===== config.mk =====
export PLATFORM = sky130hd
export DESIGN_NAME = router_fsm
export DESIGN_NICKNAME = d
export VERILOG_FILES = /design/src/rtl/router_pkg.sv /design/src/rtl/router_fsm.sv
export SDC_FILE = /design/constraint.sdc
export NUM_CORES = 1
export LEC_CHECK = 0
export BUFFER_PORTS_ARGS = -buffer_cell sky130_fd_sc_hd__buf_2
export CAP_MARGIN = 30
export CORE_AREA = 2 2 39 41
export DETAILED_ROUTE_END_ITERATION = 8
export DIE_AREA = 0 0 41 43
export MAX_ROUTING_LAYER = met4
export SLEW_MARGIN = 40
export SYNTH_ARGS = -nofsm -noshare
export SYNTH_HDL_FRONTEND = slang
export SYNTH_SLANG_ARGS = --single-unit

===== constraint.sdc =====
create_clock -name clk -period 3.2 [get_ports clk]
set_input_delay 0.48 -clock clk [delete_from_list [all_inputs] [get_ports clk]]
set_output_delay 0.48 -clock clk [all_outputs]
set_load 0.02 [all_outputs]

===== src/rtl/router_pkg.sv =====
// Shared constants for the 1x3 router control path: address width, the
// reserved destination code and the control FSM state encoding.
package router_pkg;

  localparam int ADDR_WIDTH = 2;

  // Destination code 3 has no FIFO behind it; such packets are dropped.
  localparam logic [ADDR_WIDTH-1:0] ADDR_INVALID = 2'b11;

  localparam logic [2:0] DECODE_ADDRESS     = 3'd0;
  localparam logic [2:0] LOAD_FIRST_DATA    = 3'd1;
  localparam logic [2:0] LOAD_DATA          = 3'd2;
  localparam logic [2:0] LOAD_PARITY        = 3'd3;
  localparam logic [2:0] FIFO_FULL_STATE    = 3'd4;
  localparam logic [2:0] LOAD_AFTER_FULL    = 3'd5;
  localparam logic [2:0] WAIT_TILL_EMPTY    = 3'd6;
  localparam logic [2:0] CHECK_PARITY_ERROR = 3'd7;

  // Select one of the three per-FIFO flags by destination address.
  // The invalid address selects nothing and yields 0.
  function automatic logic pick3(input logic [2:0] flags,
                                 input logic [ADDR_WIDTH-1:0] idx);
    case (idx)
      2'd0:    pick3 = flags[0];
      2'd1:    pick3 = flags[1];
      2'd2:    pick3 = flags[2];
      default: pick3 = 1'b0;
    endcase
  endfunction

endpackage


===== src/rtl/router_fsm.sv =====
// Control FSM of the 1x3 router. Steers one packet at a time (header,
// payload, parity) into the FIFO chosen by the header address. All outputs
// are pure decodes of the registered state (Moore).
//
// Handshake: the source may present a new byte whenever busy is low; while
// busy is high it must hold data_in/pkt_valid unchanged. write_enb_reg is
// the FIFO write strobe for the byte on the bus in that cycle.
module router_fsm
  import router_pkg::*;
(
  input  logic                  clk,
  input  logic                  reset,
  input  logic                  pkt_valid,
  input  logic [ADDR_WIDTH-1:0] data_in,
  input  logic                  fifo_full,
  input  logic                  fifo_empty_0,
  input  logic                  fifo_empty_1,
  input  logic                  fifo_empty_2,
  input  logic                  soft_reset_0,
  input  logic                  soft_reset_1,
  input  logic                  soft_reset_2,
  input  logic                  parity_done,
  input  logic                  low_pkt_valid,
  output logic [ADDR_WIDTH-1:0] fifo_sel,
  output logic                  detect_add,
  output logic                  lfd_state,
  output logic                  ld_state,
  output logic                  laf_state,
  output logic                  full_state,
  output logic                  rst_int_reg,
  output logic                  write_enb_reg,
  output logic                  busy
);

  logic [2:0]            state_q, state_d;
  logic [ADDR_WIDTH-1:0] fifo_sel_q, fifo_sel_d;
  logic [2:0]            empty_vec;
  logic [2:0]            soft_vec;
  logic                  sel_soft_reset;

  assign empty_vec      = {fifo_empty_2, fifo_empty_1, fifo_empty_0};
  assign soft_vec       = {soft_reset_2, soft_reset_1, soft_reset_0};
  // Only the FIFO currently being loaded may abort the packet.
  assign sel_soft_reset = pick3(soft_vec, fifo_sel_q);

  // Next-state and next-destination logic; soft reset overrides all arcs.
  always_comb begin
    state_d    = state_q;
    fifo_sel_d = fifo_sel_q;
    case (state_q)
      DECODE_ADDRESS: begin
        if (pkt_valid && (data_in != ADDR_INVALID)) begin
          fifo_sel_d = data_in;
          state_d    = pick3(empty_vec, data_in) ? LOAD_FIRST_DATA
                                                 : WAIT_TILL_EMPTY;
        end
      end
      LOAD_FIRST_DATA: state_d = LOAD_DATA;
      LOAD_DATA: begin
        if (fifo_full)       state_d = FIFO_FULL_STATE;
        else if (!pkt_valid) state_d = LOAD_PARITY;
      end
      LOAD_PARITY: state_d = CHECK_PARITY_ERROR;
      CHECK_PARITY_ERROR:
        state_d = fifo_full ? FIFO_FULL_STATE : DECODE_ADDRESS;
      FIFO_FULL_STATE: begin
        if (!fifo_full) state_d = LOAD_AFTER_FULL;
      end
      LOAD_AFTER_FULL: begin
        if (parity_done)        state_d = DECODE_ADDRESS;
        else if (low_pkt_valid) state_d = LOAD_PARITY;
        else                    state_d = LOAD_DATA;
      end
      WAIT_TILL_EMPTY: begin
        if (pick3(empty_vec, fifo_sel_q)) state_d = LOAD_FIRST_DATA;
      end
      default: state_d = DECODE_ADDRESS;
    endcase
    if ((state_q != DECODE_ADDRESS) && sel_soft_reset) begin
      state_d = DECODE_ADDRESS;
    end
  end

  // State and destination registers with synchronous reset.
  always_ff @(posedge clk) begin
    if (reset) begin
      state_q    <= DECODE_ADDRESS;
      fifo_sel_q <= '0;
    end else begin
      state_q    <= state_d;
      fifo_sel_q <= fifo_sel_d;
    end
  end

  // Output decode straight from the registered state.
  always_comb begin
    fifo_sel      = fifo_sel_q;
    detect_add    = (state_q == DECODE_ADDRESS);
    lfd_state     = (state_q == LOAD_FIRST_DATA);
    ld_state      = (state_q == LOAD_DATA);
    laf_state     = (state_q == LOAD_AFTER_FULL);
    full_state    = (state_q == FIFO_FULL_STATE);
    rst_int_reg   = (state_q == CHECK_PARITY_ERROR);
    write_enb_reg = (state_q == LOAD_DATA) || (state_q == LOAD_PARITY) ||
                    (state_q == LOAD_AFTER_FULL);
    busy          = !((state_q == DECODE_ADDRESS) || (state_q == LOAD_DATA));
  end

endmodule


==> impl_metrics.py, run 1 <==
metrics = {
    "synth": {
        "ys_async_sr_fraction_pct": 0,
        "synth_top_area_cell": "dfxtp_1",
        "yosysTopAreaCellShare_pct": 22.0,
        "yosys_warnings": 0,
        "synth_ff_type": "dfxtp_1",
        "synthTopCellsByArea": "dfxtp_1 22%, mux2i_1 11%, nand3b_1 5.0%",
        "synth_cells": 54,
        "ys_ff_latch": 5,
        "postSynthAreaPerCell_um2": 8.41,
        "ys_types": 30,
        "synth_common_cells": "5 x dfxtp_1, 5 x mux2i_1, 5 x nor2_1",
        "yosysSeqAreaShare_pct": 22.0,
        "synth_edf_count": 0,
        "synth_area_um2": 454,
        "synth_nets": 68,
    },
    "die": {
        "coreArea_um2": 1380,
        "start_util_pct": 32.8,
        "rows": 14,
        "design.die.area_um2": 1760,
        "io_pins": 24,
        "die_y_um": 43,
        "die_x_um": 41,
    },
    "worst_hold_path": {
        "hold_path.class": "input port to flip-flop",
    },
    "setup_path": {
        "crit_start": "state_q[1]",
        "timing_worst_setup_path_type": "flip-flop to output pin",
        "cp-end-kind": "output pin",
        "rr_endpoint": "state_q[0]",
        "slowest_delay_ns": 0.58,
        "rr_worst_depth": 4,
        "r2r-start": "state_q[0]",
        "cp_cell_sequence": "inv_2 > and3_1 > o21bai_1 > buf_2",
        "arrival_ns": 1.43,
        "worstPathRequired_ns": 2.72,
        "r2r_slack_ns": 1.72,
        "start_kind": "flip-flop",
        "critPathCapture": "write_enb_reg",
        "critPathMaxFanout": 11,
        "cp_slowest_cell": "dfxtp_1",
    },
    "detailed_routing": {
        "wl_met3_um": 109,
        "m1WireLength_um": 460,
        "drt_iter0_drc": 7,
        "top_layer": "met4",
        "routedWlPerCell_um": 12.2,
        "drc_errors": 0,
        "totalWireLength_um": 1140,
        "viasPerCell": 5.28,
        "firstDrtPassIters": 3,
        "ant_nets": 0,
        "routed-via-count": 496,
        "met2_length_um": 554,
    },
    "timing": {
        "finalHoldViolations": 0,
        "max_freq_mhz": 524,
        "rsz0062_at_grt": "no",
        "finalClockSkew_ns": 0.000924,
        "fin_crit_ns": 1.91,
        "slew_viol_final": 0,
        "setup_viol": 0,
        "layout_worst_path_cycle_share_pct": 59.7,
        "worst_pin_slew_ns": 0.509,
        "relSlewSlack_pct": 66.0,
        "fin_setup_tns_ns": 0,
    },
    "global_route": {
        "grt_pass1_wl_um": 1830,
        "grt_use_total_pct": 16.2,
        "grt_pass1_vias": 448,
        "grt_start_max_net_pins": 16,
        "grt_overflow": 0,
        "antenna_found_initial": 0,
    },
    "cells_and_area": {
        "seq_area_um2": 100,
        "drive_above_1_share_pct": 41.0,
        "final_cell_area_um2": 598,
        "antennaDiodeCount": 0,
        "area_growth_pct": 31.7,
        "nFillCells": 156,
        "nets": 93,
        "multi_input_area_um2": 329,
    },
    "run_status": {
        "status": "finished clean",
    },
    "clocking": {
        "clk_pin_slew_ns": 0.04,
        "clkLatencyLatePin_ns": 0.24,
        "cts_tree": "built",
        "cts_resized": 0,
        "clock-root-buffer": "clkbuf_4",
        "clockBufferDepth": 2,
        "cts_made_buffers": 3,
        "htreeDepth": 1,
        "cts.sinks": 5,
        "cts_setup_buffers": 0,
        "cts_hold_buffers": 0,
    },
    "placement": {
        "place_congestion": 0.797,
        "hpwl_um": 932,
        "numPortBuffers": 23,
        "placed_cell_area_um2": 572,
    },
    "power": {
        "powerDensity_nw_per_um2": 667,
        "total_power_w": 0.000399,
        "p_leak_nw": 0.291,
        "max-vdd-ir-drop_mv": 0.266,
    },
    "flow_run": {
        "drv_cap": 0,
    },
}
-- placed cells by master (no fill, tap or decap), types with 2 or more instances in the layout --
master and instances:
dfxtp_1 5, mux2i_1 5, nor3b_1 2, nand2_1 2
o21ai_0 3, clkbuf_4 3, nor2_1 5, buf_2 23
a21oi_1 4, nand3b_1 3, and3_1 2, o21bai_1 2
-- sequential cells by signal, indices dropped and copies added (netlist names) --
register,cells
fifo_sel,2
state_q,3
-- stage by stage --
step	worst slack [ns]	instances	hold WS (ns)	util (%)
2_1_floorplan	1.54	54	0.552	-
3_3_place_gp	1.56	90	0.594	41.3
3_5_place_dp	1.54	90	0.599	41.3
4_1_cts	1.28	94	0.446	43.2
5_1_grt	1.15	94	0.439	43.2
6_report	1.29	94	0.449	43.2
-- how the worst min path moves through the flow --
stage	from	end	slack [ns]	cells past startpoint
6_report	reset	fifo_sel[0]	0.45	2
5_1_grt	reset	fifo_sel[1]	0.44	2
4_1_cts	reset	fifo_sel[0]	0.45	2
3_5_place_dp	fifo_sel[1]	fifo_sel[1]	0.60	2
3_3_place_gp	fifo_sel[1]	fifo_sel[1]	0.59	2
2_1_floorplan	reset	fifo_sel[0]	0.55	1
-- power breakdown --
group          internal [W]  leakage [nW]  switching (W)  total (W)
combinational     0.0000918         0.235       0.000119   0.000210
sequential        0.0000762        0.0409      0.0000410   0.000117
clock             0.0000470        0.0150      0.0000245  0.0000715
total              0.000215         0.291       0.000184   0.000399
-- per-layer routing --
metal  vias to the layer above  track usage, %
li1                        249               -
met1                       223            16.1
met2                        22            25.0
met3                         2            9.42
met4                         0            6.00
met5                         -               -
-- layout make-up --
type / instances / share of cell area [%]
multi-input combinational: 44 / 55.0
tap: 16 / 3.35
inverter: 2 / 1.26
clock buffer: 4 / 4.39
timing repair buffer: 23 / 19.2
sequential: 5 / 16.7
-- kinds of logic after synthesis --
kind of cell	Yosys count	synth area share [%]
mux	5	11.0
flops	5	22.0
xor+xnor	1	1.93
simple gates	20	29.8
buf+inv	5	5.51
compound gates	18	29.8
-- worst max-delay path: cells and delay by family, from the launching register on --
kind                   cells  cell delay [ns]
flip-flops                 1             0.58
AND/OR/NAND/NOR            1             0.19
buffers and inverters      2             0.28
AO/OA/AOI/OAI              1             0.14
Power figures use the tool's default switching activity.
==> run 2, diff against run 1 <==
- PLACE_DENSITY: not set -> 0.66
- clock period: 3.2 -> 1.6 ns (I/O delays scaled with it)
==> run 2 against run 1 <==
Effect of this change: final cell count increased by 3.2%; routed wire length grew 2.1%; register-to-register slack worse by 1.5 ns; largest cell class unchanged; largest power group unchanged; highest routed layer is now met3.
==> impl_metrics.py, run 2 (same netlist as run 1, synthesis figures left out) <==
metrics = {
    "run_status": {
        "status": "finished clean",
    },
    "clocking": {
        "cts.sinks": 5,
        "clk_pin_slew_ns": 0.04,
        "cts_tree": "built",
        "htreeDepth": 1,
        "clkLatencyLatePin_ns": 0.24,
        "cts_made_buffers": 3,
        "clock-root-buffer": "clkbuf_4",
        "clockBufferDepth": 2,
    },
    "cells_and_area": {
        "nFillCells": 154,
        "final_cells": 97,
        "final_cell_area_um2": 634,
        "drive_above_1_share_pct": 48.1,
        "nets": 96,
        "antennaDiodeCount": 0,
        "final_util_pct": 45.8,
        "largest_reg_flops": 3,
        "mostFrequentLayoutCell": "buf_2",
        "layout_common_cells": "22 x buf_2, 5 x nor2_1, 5 x mux2i_1",
        "area_growth_pct": 39.7,
        "regMostFlops": "state_q",
    },
    "placement": {
        "placed_cell_area_um2": 594,
        "numPortBuffers": 23,
        "dpl.cell_count": 93,
        "hpwl_um": 918,
        "place_congestion": 0.745,
    },
    "setup_path": {
        "rr_endpoint": "state_q[0]",
        "critPathMaxFanout": 11,
        "timing_worst_setup_path_type": "flip-flop to output pin",
        "rr_worst_depth": 4,
        "r2r_slack_ns": 0.24,
        "worstPathRequired_ns": 1.36,
        "arrival_ns": 1.28,
        "r2r-start": "fifo_sel[0]",
        "cp-end-kind": "output pin",
        "start_kind": "flip-flop",
    },
    "timing": {
        "finalClockSkew_ns": 0.00314,
        "worst_pin_slew_ns": 0.301,
        "fin_crit_ns": 1.52,
        "max_freq_mhz": 658,
        "setup_viol": 0,
        "finalHoldViolations": 0,
        "layout_worst_path_cycle_share_pct": 95.0,
        "fin_setup_tns_ns": 0,
        "slew_viol_final": 0,
        "rsz0062_at_grt": "no",
        "relSlewSlack_pct": 79.7,
    },
    "die": {
        "die_x_um": 41,
        "design.die.area_um2": 1760,
        "start_util_pct": 32.8,
        "coreArea_um2": 1380,
        "die_y_um": 43,
        "rows": 14,
        "io_pins": 24,
    },
    "global_route": {
        "antenna_found_initial": 0,
        "grt_start_max_net_pins": 13,
        "grt_overflow": 0,
        "grt_pass1_wl_um": 1810,
        "grt_use_total_pct": 15.8,
        "grt_pass1_vias": 455,
    },
    "detailed_routing": {
        "routed-via-count": 510,
        "firstDrtPassIters": 4,
        "drc_errors": 0,
        "viasPerCell": 5.26,
        "ant_nets": 0,
        "drt_iter0_drc": 14,
        "totalWireLength_um": 1170,
        "routedWlPerCell_um": 12.0,
    },
    "power": {
        "p_leak_nw": 0.312,
        "max-vdd-ir-drop_mv": 0.655,
        "total_power_w": 0.000851,
        "powerDensity_nw_per_um2": 1340,
    },
    "worst_hold_path": {
        "hold_path_depth": 2,
        "holdPathEnd": "fifo_sel[0]",
        "hold_path.class": "input port to flip-flop",
        "min_from": "reset",
    },
    "flow_run": {
        "drv_cap": 0,
    },
}
==> run 2: report_power, final <==
group	internal (W)	leakage (nW)	switching, W
clock	0.0000940	0.0150	0.0000473
sequential	0.000159	0.0425	0.0000783
combinational	0.000218	0.254	0.000255
==> run 2: cell type report <==
class                   count  area, um^2  area share [%]
clock buffers               4        26.3            4.14
inverters                   2        7.51            1.18
multi-input cells          44         334            52.7
flip-flops and latches      5         106            16.8
well taps                  16        20.0            3.16
repair buffers             26         140            22.1
==> run 2: worst max path at each step <==
stage / startpoint / end / cells past startpoint
final: state_q[1] / write_enb_reg / 4
after detailed placement: state_q[1] / write_enb_reg / 4
after CTS: state_q[0] / ld_state / 4
after floorplan: state_q[2] / state_q[1] / 4
after global routing: state_q[1] / write_enb_reg / 4
after global placement: state_q[1] / write_enb_reg / 4
==> run 2: worst max-delay path: stages (launching register included) <==
cell and delay (ns):
dfxtp_2 0.47, inv_2 0.09, and3_1 0.18, o21bai_1 0.15, buf_2 0.16
==> run 2: routing by layer <==
| metal | global-route usage (%) | share of wire [%] |
|---|---|---|
| met5 | - | 0 |
| met4 | 7.33 | 0 |
| met3 | 7.85 | 8.3 |
| met2 | 22.5 | 48 |
| met1 | 17.8 | 44 |
==> run 2: stage by stage <==
stage | setup slack [ns] | hold WS (ns)
finish | 0.0792 | 0.213
global route | 0.00964 | 0.201
CTS | 0.0254 | 0.204
detailed placement | 0.157 | 0.463
floorplan | 0.0358 | 0.312
global placement | 0.168 | 0.460
==> run 2: timing repair <==
action,in CTS,in global routing
gates resized for setup,3,3
buffers inserted,0,0
hold endpoints to repair,0,0
pin swaps,0,0
endpoints found under the setup margin,3,4
hold buffers,0,0
